==> src/rtl/load_store_unit_pkg.sv <==
// Shared constants for the load/store unit: funct3 width codes,
// mcause exception codes, FSM state encoding and decode helpers.
package load_store_unit_pkg;

  localparam logic [2:0] F3_B  = 3'd0;
  localparam logic [2:0] F3_H  = 3'd1;
  localparam logic [2:0] F3_W  = 3'd2;
  localparam logic [2:0] F3_BU = 3'd4;
  localparam logic [2:0] F3_HU = 3'd5;

  localparam logic [3:0] CAUSE_ILLEGAL     = 4'd2;
  localparam logic [3:0] CAUSE_LD_MISALIGN = 4'd4;
  localparam logic [3:0] CAUSE_LD_FAULT    = 4'd5;
  localparam logic [3:0] CAUSE_ST_MISALIGN = 4'd6;
  localparam logic [3:0] CAUSE_ST_FAULT    = 4'd7;

  typedef enum logic [1:0] {
    S_IDLE = 2'd0,
    S_BUS  = 2'd1,
    S_RESP = 2'd2
  } lsu_state_e;

  // Stores only have byte/half/word; loads add the unsigned variants.
  function automatic logic f3_legal(input logic is_store, input logic [2:0] f3);
    if (is_store) return (f3 == F3_B) || (f3 == F3_H) || (f3 == F3_W);
    return (f3 == F3_B) || (f3 == F3_H) || (f3 == F3_W) ||
           (f3 == F3_BU) || (f3 == F3_HU);
  endfunction

  // funct3[1:0] encodes access size for every legal width.
  function automatic logic misaligned(input logic [2:0] f3, input logic [1:0] lo);
    case (f3[1:0])
      2'd1:    return lo[0];
      2'd2:    return lo != 2'b00;
      default: return 1'b0;
    endcase
  endfunction

endpackage

==> src/rtl/load_store_unit_align.sv <==
// Byte-lane steering: store strobe/data replication and load lane
// selection with sign or zero extension. Purely combinational.
module load_store_align
  import load_store_unit_pkg::*;
#(
  parameter int XLEN = 32
) (
  input  logic [2:0]      i_st_funct3,
  input  logic [1:0]      i_st_addr_lo,
  input  logic [XLEN-1:0] i_st_data,
  output logic [3:0]      o_wstrb,
  output logic [XLEN-1:0] o_wdata,
  input  logic [2:0]      i_ld_funct3,
  input  logic [1:0]      i_ld_addr_lo,
  input  logic [XLEN-1:0] i_ld_rdata,
  output logic [XLEN-1:0] o_ld_data
);

  logic [7:0]  w_byte;
  logic [15:0] w_half;

  // Store side: replicate the datum across lanes, strobe the addressed ones.
  always_comb begin
    o_wstrb = 4'b0000;
    o_wdata = i_st_data;
    case (i_st_funct3)
      F3_B: begin
        o_wstrb = 4'b0001 << i_st_addr_lo;
        o_wdata = {4{i_st_data[7:0]}};
      end
      F3_H: begin
        o_wstrb = i_st_addr_lo[1] ? 4'b1100 : 4'b0011;
        o_wdata = {2{i_st_data[15:0]}};
      end
      F3_W:    o_wstrb = 4'b1111;
      default: ;
    endcase
  end

  // Load side: pick the addressed byte and halfword lanes.
  always_comb begin
    case (i_ld_addr_lo)
      2'd0:    w_byte = i_ld_rdata[7:0];
      2'd1:    w_byte = i_ld_rdata[15:8];
      2'd2:    w_byte = i_ld_rdata[23:16];
      default: w_byte = i_ld_rdata[31:24];
    endcase
    w_half = i_ld_addr_lo[1] ? i_ld_rdata[31:16] : i_ld_rdata[15:0];
  end

  // Load side: extend the selected lane to full width.
  always_comb begin
    case (i_ld_funct3)
      F3_B:    o_ld_data = {{24{w_byte[7]}}, w_byte};
      F3_H:    o_ld_data = {{16{w_half[15]}}, w_half};
      F3_BU:   o_ld_data = {24'd0, w_byte};
      F3_HU:   o_ld_data = {16'd0, w_half};
      default: o_ld_data = i_ld_rdata;
    endcase
  end

endmodule

==> src/rtl/load_store_unit.sv <==
// Memory stage: single-outstanding bus access for loads/stores, 1-cycle
// pass-through for everything else, registered writeback/exception beat.
module load_store_unit
  import load_store_unit_pkg::*;
#(
  parameter int XLEN        = 32,
  parameter int BUS_TIMEOUT = 255
) (
  input  logic            i_clk,
  input  logic            i_rst,
  input  logic            i_valid,
  output logic            o_ready,
  input  logic            i_is_load,
  input  logic            i_is_store,
  input  logic [2:0]      i_funct3,
  input  logic [XLEN-1:0] i_addr,
  input  logic [XLEN-1:0] i_store_data,
  input  logic [4:0]      i_rd_addr,
  input  logic            i_rd_we,
  output logic            o_bus_req,
  output logic            o_bus_we,
  output logic [XLEN-1:0] o_bus_addr,
  output logic [XLEN-1:0] o_bus_wdata,
  output logic [3:0]      o_bus_wstrb,
  input  logic            i_bus_ack,
  input  logic [XLEN-1:0] i_bus_rdata,
  output logic            o_wb_valid,
  output logic            o_wb_we,
  output logic [4:0]      o_wb_rd,
  output logic [XLEN-1:0] o_wb_data,
  output logic            o_exc_valid,
  output logic [3:0]      o_exc_cause,
  output logic [XLEN-1:0] o_exc_tval
);

  lsu_state_e r_state, w_state_nxt;
  logic [7:0] r_cnt;

  // Instruction context kept for the duration of a bus access.
  logic            r_is_store;
  logic [2:0]      r_funct3;
  logic [XLEN-1:0] r_addr;
  logic [4:0]      r_rd;

  logic            r_bus_req, r_bus_we, r_wb_valid, r_wb_we, r_exc_valid;
  logic [XLEN-1:0] r_bus_addr, r_bus_wdata, r_wb_data, r_exc_tval;
  logic [3:0]      r_bus_wstrb, r_exc_cause;
  logic [4:0]      r_wb_rd;

  logic            w_bus_req, w_bus_we, w_wb_valid, w_wb_we, w_exc_valid;
  logic [XLEN-1:0] w_bus_addr, w_bus_wdata, w_wb_data, w_exc_tval;
  logic [3:0]      w_bus_wstrb, w_exc_cause;
  logic [4:0]      w_wb_rd;

  logic            w_accept, w_mem, w_illegal, w_misalign, w_bus_start, w_timeout;
  logic [3:0]      w_st_wstrb;
  logic [XLEN-1:0] w_st_wdata, w_ld_data;

  assign o_ready     = (r_state == S_IDLE) & ~i_rst;
  assign w_accept    = i_valid & o_ready;
  assign w_mem       = i_is_load | i_is_store;
  assign w_illegal   = (i_is_load & i_is_store) | ~f3_legal(i_is_store, i_funct3);
  assign w_misalign  = misaligned(i_funct3, i_addr[1:0]);
  assign w_bus_start = w_accept & w_mem & ~w_illegal & ~w_misalign;
  // Ack on the limit cycle takes priority over the fault.
  assign w_timeout   = (r_cnt == 8'(BUS_TIMEOUT - 1)) & ~i_bus_ack;

  // Store lanes come from the incoming instruction, load lanes from the
  // context latched at accept.
  load_store_align #(.XLEN(XLEN)) u_align (
    .i_st_funct3  (i_funct3),
    .i_st_addr_lo (i_addr[1:0]),
    .i_st_data    (i_store_data),
    .o_wstrb      (w_st_wstrb),
    .o_wdata      (w_st_wdata),
    .i_ld_funct3  (r_funct3),
    .i_ld_addr_lo (r_addr[1:0]),
    .i_ld_rdata   (i_bus_rdata),
    .o_ld_data    (w_ld_data)
  );

  // FSM state register.
  always_ff @(posedge i_clk) begin
    if (i_rst) r_state <= S_IDLE;
    else       r_state <= w_state_nxt;
  end

  // Next state: only aligned memory ops leave IDLE.
  always_comb begin
    w_state_nxt = r_state;
    case (r_state)
      S_IDLE:  if (w_bus_start) w_state_nxt = S_BUS;
      S_BUS:   if (i_bus_ack | w_timeout) w_state_nxt = S_RESP;
      S_RESP:  w_state_nxt = S_IDLE;
      default: w_state_nxt = S_IDLE;
    endcase
  end

  // Next values of the registered bus and writeback outputs.
  always_comb begin
    w_bus_req   = 1'b0;
    w_bus_we    = r_bus_we;
    w_bus_addr  = r_bus_addr;
    w_bus_wdata = r_bus_wdata;
    w_bus_wstrb = r_bus_wstrb;
    w_wb_valid  = 1'b0;
    w_wb_we     = 1'b0;
    w_wb_rd     = 5'd0;
    w_wb_data   = '0;
    w_exc_valid = 1'b0;
    w_exc_cause = 4'd0;
    w_exc_tval  = '0;
    case (r_state)
      S_IDLE: if (w_accept) begin
        w_wb_rd = i_rd_addr;
        if (!w_mem) begin
          w_wb_valid = 1'b1;
          w_wb_we    = i_rd_we;
          w_wb_data  = i_addr;
        end else if (w_illegal) begin
          w_wb_valid  = 1'b1;
          w_exc_valid = 1'b1;
          w_exc_cause = CAUSE_ILLEGAL;
        end else if (w_misalign) begin
          w_wb_valid  = 1'b1;
          w_exc_valid = 1'b1;
          w_exc_cause = i_is_store ? CAUSE_ST_MISALIGN : CAUSE_LD_MISALIGN;
          w_exc_tval  = i_addr;
        end else begin
          w_bus_req   = 1'b1;
          w_bus_we    = i_is_store;
          w_bus_addr  = {i_addr[XLEN-1:2], 2'b00};
          w_bus_wdata = w_st_wdata;
          w_bus_wstrb = i_is_store ? w_st_wstrb : 4'b0000;
        end
      end
      S_BUS: begin
        w_wb_rd = r_rd;
        if (i_bus_ack) begin
          w_wb_valid = 1'b1;
          w_wb_we    = ~r_is_store;
          w_wb_data  = r_is_store ? '0 : w_ld_data;
        end else if (w_timeout) begin
          w_wb_valid  = 1'b1;
          w_exc_valid = 1'b1;
          w_exc_cause = r_is_store ? CAUSE_ST_FAULT : CAUSE_LD_FAULT;
          w_exc_tval  = r_addr;
        end else begin
          w_bus_req = 1'b1;
        end
      end
      default: ;
    endcase
  end

  // Output registers, access context and wait counter.
  always_ff @(posedge i_clk) begin
    if (i_rst) begin
      r_bus_req   <= 1'b0;
      r_bus_we    <= 1'b0;
      r_bus_addr  <= '0;
      r_bus_wdata <= '0;
      r_bus_wstrb <= 4'd0;
      r_wb_valid  <= 1'b0;
      r_wb_we     <= 1'b0;
      r_wb_rd     <= 5'd0;
      r_wb_data   <= '0;
      r_exc_valid <= 1'b0;
      r_exc_cause <= 4'd0;
      r_exc_tval  <= '0;
      r_is_store  <= 1'b0;
      r_funct3    <= 3'd0;
      r_addr      <= '0;
      r_rd        <= 5'd0;
      r_cnt       <= 8'd0;
    end else begin
      r_bus_req   <= w_bus_req;
      r_bus_we    <= w_bus_we;
      r_bus_addr  <= w_bus_addr;
      r_bus_wdata <= w_bus_wdata;
      r_bus_wstrb <= w_bus_wstrb;
      r_wb_valid  <= w_wb_valid;
      r_wb_we     <= w_wb_we;
      r_wb_rd     <= w_wb_rd;
      r_wb_data   <= w_wb_data;
      r_exc_valid <= w_exc_valid;
      r_exc_cause <= w_exc_cause;
      r_exc_tval  <= w_exc_tval;
      if (w_bus_start) begin
        r_is_store <= i_is_store;
        r_funct3   <= i_funct3;
        r_addr     <= i_addr;
        r_rd       <= i_rd_addr;
      end
      if (r_state == S_BUS && !i_bus_ack) r_cnt <= r_cnt + 8'd1;
      else                                r_cnt <= 8'd0;
    end
  end

  assign o_bus_req   = r_bus_req;
  assign o_bus_we    = r_bus_we;
  assign o_bus_addr  = r_bus_addr;
  assign o_bus_wdata = r_bus_wdata;
  assign o_bus_wstrb = r_bus_wstrb;
  assign o_wb_valid  = r_wb_valid;
  assign o_wb_we     = r_wb_we;
  assign o_wb_rd     = r_wb_rd;
  assign o_wb_data   = r_wb_data;
  assign o_exc_valid = r_exc_valid;
  assign o_exc_cause = r_exc_cause;
  assign o_exc_tval  = r_exc_tval;

endmodule

==> config.mk <==
export PLATFORM = sky130hd
export DESIGN_NAME = load_store_unit
export DESIGN_NICKNAME = d
export VERILOG_FILES = /design/src/rtl/load_store_unit_pkg.sv /design/src/rtl/load_store_unit_align.sv /design/src/rtl/load_store_unit.sv
export SDC_FILE = /design/constraint.sdc
export NUM_CORES = 1
export LEC_CHECK = 0
export CAP_MARGIN = 5
export CORE_ASPECT_RATIO = 0.5
export CORE_MARGIN = 3
export CORE_UTILIZATION = 46
export DETAILED_ROUTE_END_ITERATION = 12
export HOLD_SLACK_MARGIN = 0.1
export PLACE_DENSITY = 0.84
export SETUP_SLACK_MARGIN = 0.2
export SLEW_MARGIN = 20
export SYNTH_ARGS = -nofsm -noshare
export SYNTH_HDL_FRONTEND = slang
export SYNTH_SLANG_ARGS = --single-unit
==> constraint.sdc <==
create_clock -name i_clk -period 3.6 [get_ports i_clk]
set_clock_uncertainty 0.15 [all_clocks]
set_input_delay 0.72 -clock i_clk [delete_from_list [all_inputs] [get_ports i_clk]]
set_output_delay 0.72 -clock i_clk [all_outputs]
set_load 0.05 [all_outputs]
==> run metrics, run 1 <==
fin crit share between 80% and 90%; crit path cell chain clkdlybuf4s50_1 -> ha_1 -> nor3b_1 -> buf_4 -> a2111oi_4 -> buf_4 -> a21oi_1 -> a211oi_1; GP Congestion roughly 0.86; Fin. Hold Viols 0; Max transition margin a little over two fifths; Final #Nets 1197; Max Slew Vio Count 0; CTS Buffer Depth 2; Power Density about 440 mW/mm^2; Synth Flop Type dfxtp_1; PostCTS Resize Cnt 0; Seq cells post-synth ~190; Total GRT Usage 26.89%; worst hold path class register to register; Sequential Area 0.003884 sq mm; CP required 3.77 ns; post-CTS setup buffer count 0; initial core utilization a little under half; WL final between 20000 and 30000 microns; Post-Syn Area per Cell 9.048 sq um; Skew-Pair Late Insertion Delay about 0.43 ns; CP dominant cell by count buf_4; setup slack at placement 0.1496 ns; post-DP HPWL 18170 microns; Worst IR Drop VDD roughly 330 uV; Worst Tran Pin Value slightly below 0.9 ns; layout cells sized above 1 6.399%; num rows 33; Root Driver clkbuf_16; Crit-path slowest cell clkdlybuf4s50_1; vias per cell 5.821; Yosys Warn Count 0; GR Overflow Total 0; worst path buffer plus inverter count 3; CTS HTree Levels 4; Routed Antenna Nets 0; Die Height slightly below 100 microns; area of the multi-input gates 0.003643 sq mm; Crit Path Max Fanout 33; number of synthesized flops with an enable pin 0; number of global-route vias before repair around 7400; max cap viols 0; number of library cell types mapped by synthesis 50; largest net degree at the start of global routing 93; largest stage delay on the critical path between 0.5 and 0.6 ns; IO Count between 200 and 300; Synth area leaders dfxtp_1 49%, o21ai_0 7.8%, a22o_1 5.7%; WHS between 0.3 and 0.4 ns; CTS Sinks just under 200; critical path endpoint category register; # hold bufs at CTS 0; n_diodes 0; via count between 7000 and 8000; Worst setup SP type input port; setup TNS 0 ns; core area 0.01656 sq mm; async set or reset register ratio after synthesis 0%; Post-Syn Area roughly 0.008 sq mm; die area approximately 0.019 sq mm; run status finished, final reports clean; DRC 0; CP delay by family, top buffers and inverters; DR iter-0 viols around 730; most frequent cells in the layout 252 x clkdlybuf4s50_1, 194 x dfxtp_1, 123 x o21ai_0; final core utilization between 60% and 70%; Clk pin slew, worst setup/hold paths ~0.070 ns; I/O Buffers around 250; Pre-antenna DRT Iters 6; DR WL/cell between 15 and 20 microns; die width 190.9 microns; leakage just under 0.004 uW; P&R area growth vs syn 42.52%; Crit Path Category input port to register; RSZ-0062 raised after global routing no; final worst setup slack ~0.52 ns; initial antenna violation count 0; first-pass GRT wire length between 40000 and 50000 microns; Synth Instances between 800 and 900; post-synth top area share roughly half; min Tclk post-route about 3.1 ns; sequential area share after synthesis 49.40%; Filler cells 1291; most common cell after layout, fill and taps aside clkdlybuf4s50_1; CP Data Arrival Time about 3.3 ns; CTS buffer count 17; TritonCTS clock tree done; Final setup viols 0; fmax approximately 330 MHz; top cell type by total area after synthesis dfxtp_1
cells in the mapped netlist, types with 4 or more instances:
cell type,instances
dfxtp_1,194
o21ai_0,123
a21oi_1,88
clkbuf_1,70
nand2b_1,65
a22o_1,51
nand3_1,42
nor2_1,32
nand2_1,27
a22oi_1,25
nand4b_1,17
a211oi_1,16
inv_1,11
mux2i_1,11
nor2b_1,9
buf_2,8
a21o_1,5
a32o_1,5
ha_1,5
mux2_2,5
or3_1,5
xor2_1,5
a221oi_1,4
nor3_1,4
flip-flops by register name, summed over array words and instances, names as in the netlist:
register / count
o_wb_we: 1
r_rd: 5
r_cnt: 8
r_addr: 32
r_is_store: 1
o_exc_tval: 32
o_exc_valid: 1
o_bus_wdata: 32
r_funct3: 3
o_exc_cause: 3
o_wb_valid: 1
o_bus_wstrb: 4
o_bus_addr: 30
r_state: 2
o_wb_data: 32
o_bus_we: 1
o_bus_req: 1
o_wb_rd: 5
path summary, 6_finish.rpt:
path,from,end,slack [ns],cells after the start
worst max-delay path,i_funct3[1],o_bus_wdata[14],0.52,8
worst max register to register,r_state[0],o_bus_wdata[14],0.91,6
worst min register to register,r_addr[29],o_exc_tval[29],0.32,1
worst min-delay path,r_addr[29],o_exc_tval[29],0.32,1
routing by layer:
layer  track usage, %  routed length [microns]
met2            43.57                    12500
met3            4.797                     2030
met4            9.972                      732
met1            36.25                    10790
met5                0                        0
cell type report:
type	instances	share of cell area (%)
sequential	194	34.66
multi-input combinational	583	32.51
timing repair buffer	274	24.32
clock buffer	19	3.953
tap	227	2.535
clock inverter	13	1.653
inverter	11	0.3685
cells by family after synthesis:
| kind of cell | Yosys count | share of synthesized area [%] |
|---|---|---|
| AO/OA/AOI/OAI | 332 | 26.40 |
| multiplexers | 16 | 2.116 |
| AND/OR/NAND/NOR | 220 | 15.71 |
| buffers and inverters | 94 | 4.758 |
| flip-flops | 194 | 49.40 |
| adder cells (fa/ha/maj) | 5 | 0.7957 |
| XOR/XNOR | 7 | 0.7798 |
| other | 1 | 0.04769 |
through the flow:
stage | instances | instance area [sq um] | total power, uW
after floorplan | 871 | 7870 | 2612
after global placement | 1289 | 10580 | 2894
after detailed placement | 1289 | 10580 | 2909
after CTS | 1321 | 11210 | 4906
after global routing | 1321 | 11210 | 5057
final | 1321 | 11210 | 4896
report_power, final:
part	internal (uW)	switching (uW)	total [uW]	leakage [uW]
logic	262	391	653	0.00209
registers	2190	25.6	2220	0.00157
clock network	1140	883	2030	0.000309
Note: power is estimated with default switching activity, not from simulation.
==> run 2: changes to the inputs <==
Settings changed: CTS_CLUSTER_SIZE set to 25.
Clock period 3.6 ns to 3.2 ns, I/O delays scaled along.
==> run 2 against run 1 <==
Non-clock buffer count is 10 higher. Critical path type unchanged. Sequential cell count stayed put. Setup slack worse by 0.15 ns. Sequential power is 13% higher. Largest cell class unchanged. Highest routed layer unchanged.
==> run metrics, run 2 (synthesized netlist as in run 1, its figures left out) <==
CTS HTree Levels 4; leakage around 0.0040 uW; die width around 190 microns; post-CTS setup buffer count 0; DR WL/cell 20.09 microns; Clk pin slew, worst setup/hold paths 0.07 ns; Worst Tran Pin Value 0.8365 ns; max cap viols 0; Hold Path Depth 2; critical path endpoint category register; vias per cell 5.848; CTS buffer count 17; RSZ-0062 raised after global routing no; largest net degree at the start of global routing 97; Final setup viols 0; largest stage delay on the critical path 0.68 ns; Final #Nets ~1200; Power Density around 470 mW/mm^2; Crit-path slowest cell a2111o_2; initial core utilization ~47%; GR Overflow Total 0; n_diodes 0; Pre-antenna DRT Iters 5; run status finished, final reports clean; number of global-route vias before repair roughly 7500; Die Height roughly 98 microns; Total GRT Usage 27.65%; via count slightly below 8000; worst r2r path cells 5; GP Congestion ~0.91; P&R area growth vs syn 42.93%; die area roughly 0.019 sq mm; Crit Path Max Fanout 33; IO Count roughly 260; most frequent cells in the layout 252 x clkdlybuf4s50_1, 194 x dfxtp_1, 123 x o21ai_0; initial antenna violation count 0; Filler cells 1298; Routed Antenna Nets 0; Worst setup SP type input port; Max Slew Vio Count 0; crit path cell chain clkdlybuf4s50_1 -> inv_1 -> ha_1 -> o21bai_1 -> a2111o_2 -> buf_4 -> o21ai_0 -> a21oi_1; fin crit share between 80% and 90%; Skew-Pair Late Insertion Delay 0.43 ns; first-pass GRT wire length 41170 microns; WL final around 27000 microns; CP required between 3 and 4 ns; Root Driver clkbuf_16; setup TNS 0 ns; worst hold path class register to register; Sequential Area 0.003884 sq mm; most common cell after layout, fill and taps aside clkdlybuf4s50_1; I/O Buffers about 250; Crit Path Category input port to register; Max transition margin 44.23%; CP Data Arrival Time about 3 ns; area of the multi-input gates about 0.0036 sq mm; layout cells sized above 1 under 10%; TritonCTS clock tree done; fmax around 350 MHz; min Tclk post-route ~2.8 ns; post-DP HPWL roughly 19000 microns; PostCTS Resize Cnt 0; CTS Sinks 194; core area 0.01656 sq mm; DR iter-0 viols 691; CTS Buffer Depth 2; Fin. Hold Viols 0; num rows 33; Worst IR Drop VDD about 380 uV; final core utilization around 68%; DRC 0; # hold bufs at CTS 0
-- run 2: report_power, final --
group	total, uW	leakage [uW]	switching (uW)	internal, uW
clock	2060	0.000272	1010	1050
combinational	748	0.00214	443	305
sequential	2500	0.00157	30.4	2470
-- run 2: final timing paths --
path,from,to,slack [ns]
max,i_funct3[1],r_addr[29],0.37
min,o_bus_wdata[26],o_bus_wdata[26],0.32
max reg2reg,r_state[1],r_addr[29],0.80
min reg2reg,o_bus_wdata[26],o_bus_wdata[26],0.32
-- run 2: layer usage --
metal | GRT usage [%] | share of wire, % | vias up
met5 | 0 | 0 | -
met4 | 7.944 | 2.3 | 0
met3 | 4.762 | 7.8 | 54
met2 | 46.92 | 49 | 404
met1 | 36.59 | 41 | 3735
li1 | - | - | 3591
-- run 2: critical path: cells and delay by family --
family	cells	cell delay, ns
AOI/OAI and AO/OA	4	1.19
adders and majority gates	1	0.22
buffers and inverters	3	0.91
-- run 2: area by class of cell --
class                           count  share of cell area, %
Tap cell                          227                  2.527
Clock buffer                       19                  3.941
Multi-Input combinational cell    583                  32.42
Timing Repair Buffer              284                  25.14
Clock inverter                     13                  1.047
Inverter                           11                 0.3674
Sequential cell                   194                  34.56
-- run 2: metrics by stage --
step	setup WS, ns	hold WS, ns	power [uW]	cells	area (sq um)
6_report	0.3731	0.3245	5305	1331	11240
3_3_place_gp	0.1425	0.2993	3270	1299	10680
5_1_grt	0.2512	0.3247	5474	1331	11240
2_1_floorplan	0.4530	0.2924	2938	871	7870
4_1_cts	0.4290	0.3148	5315	1331	11240
3_5_place_dp	0.002307	0.3145	3284	1299	10680
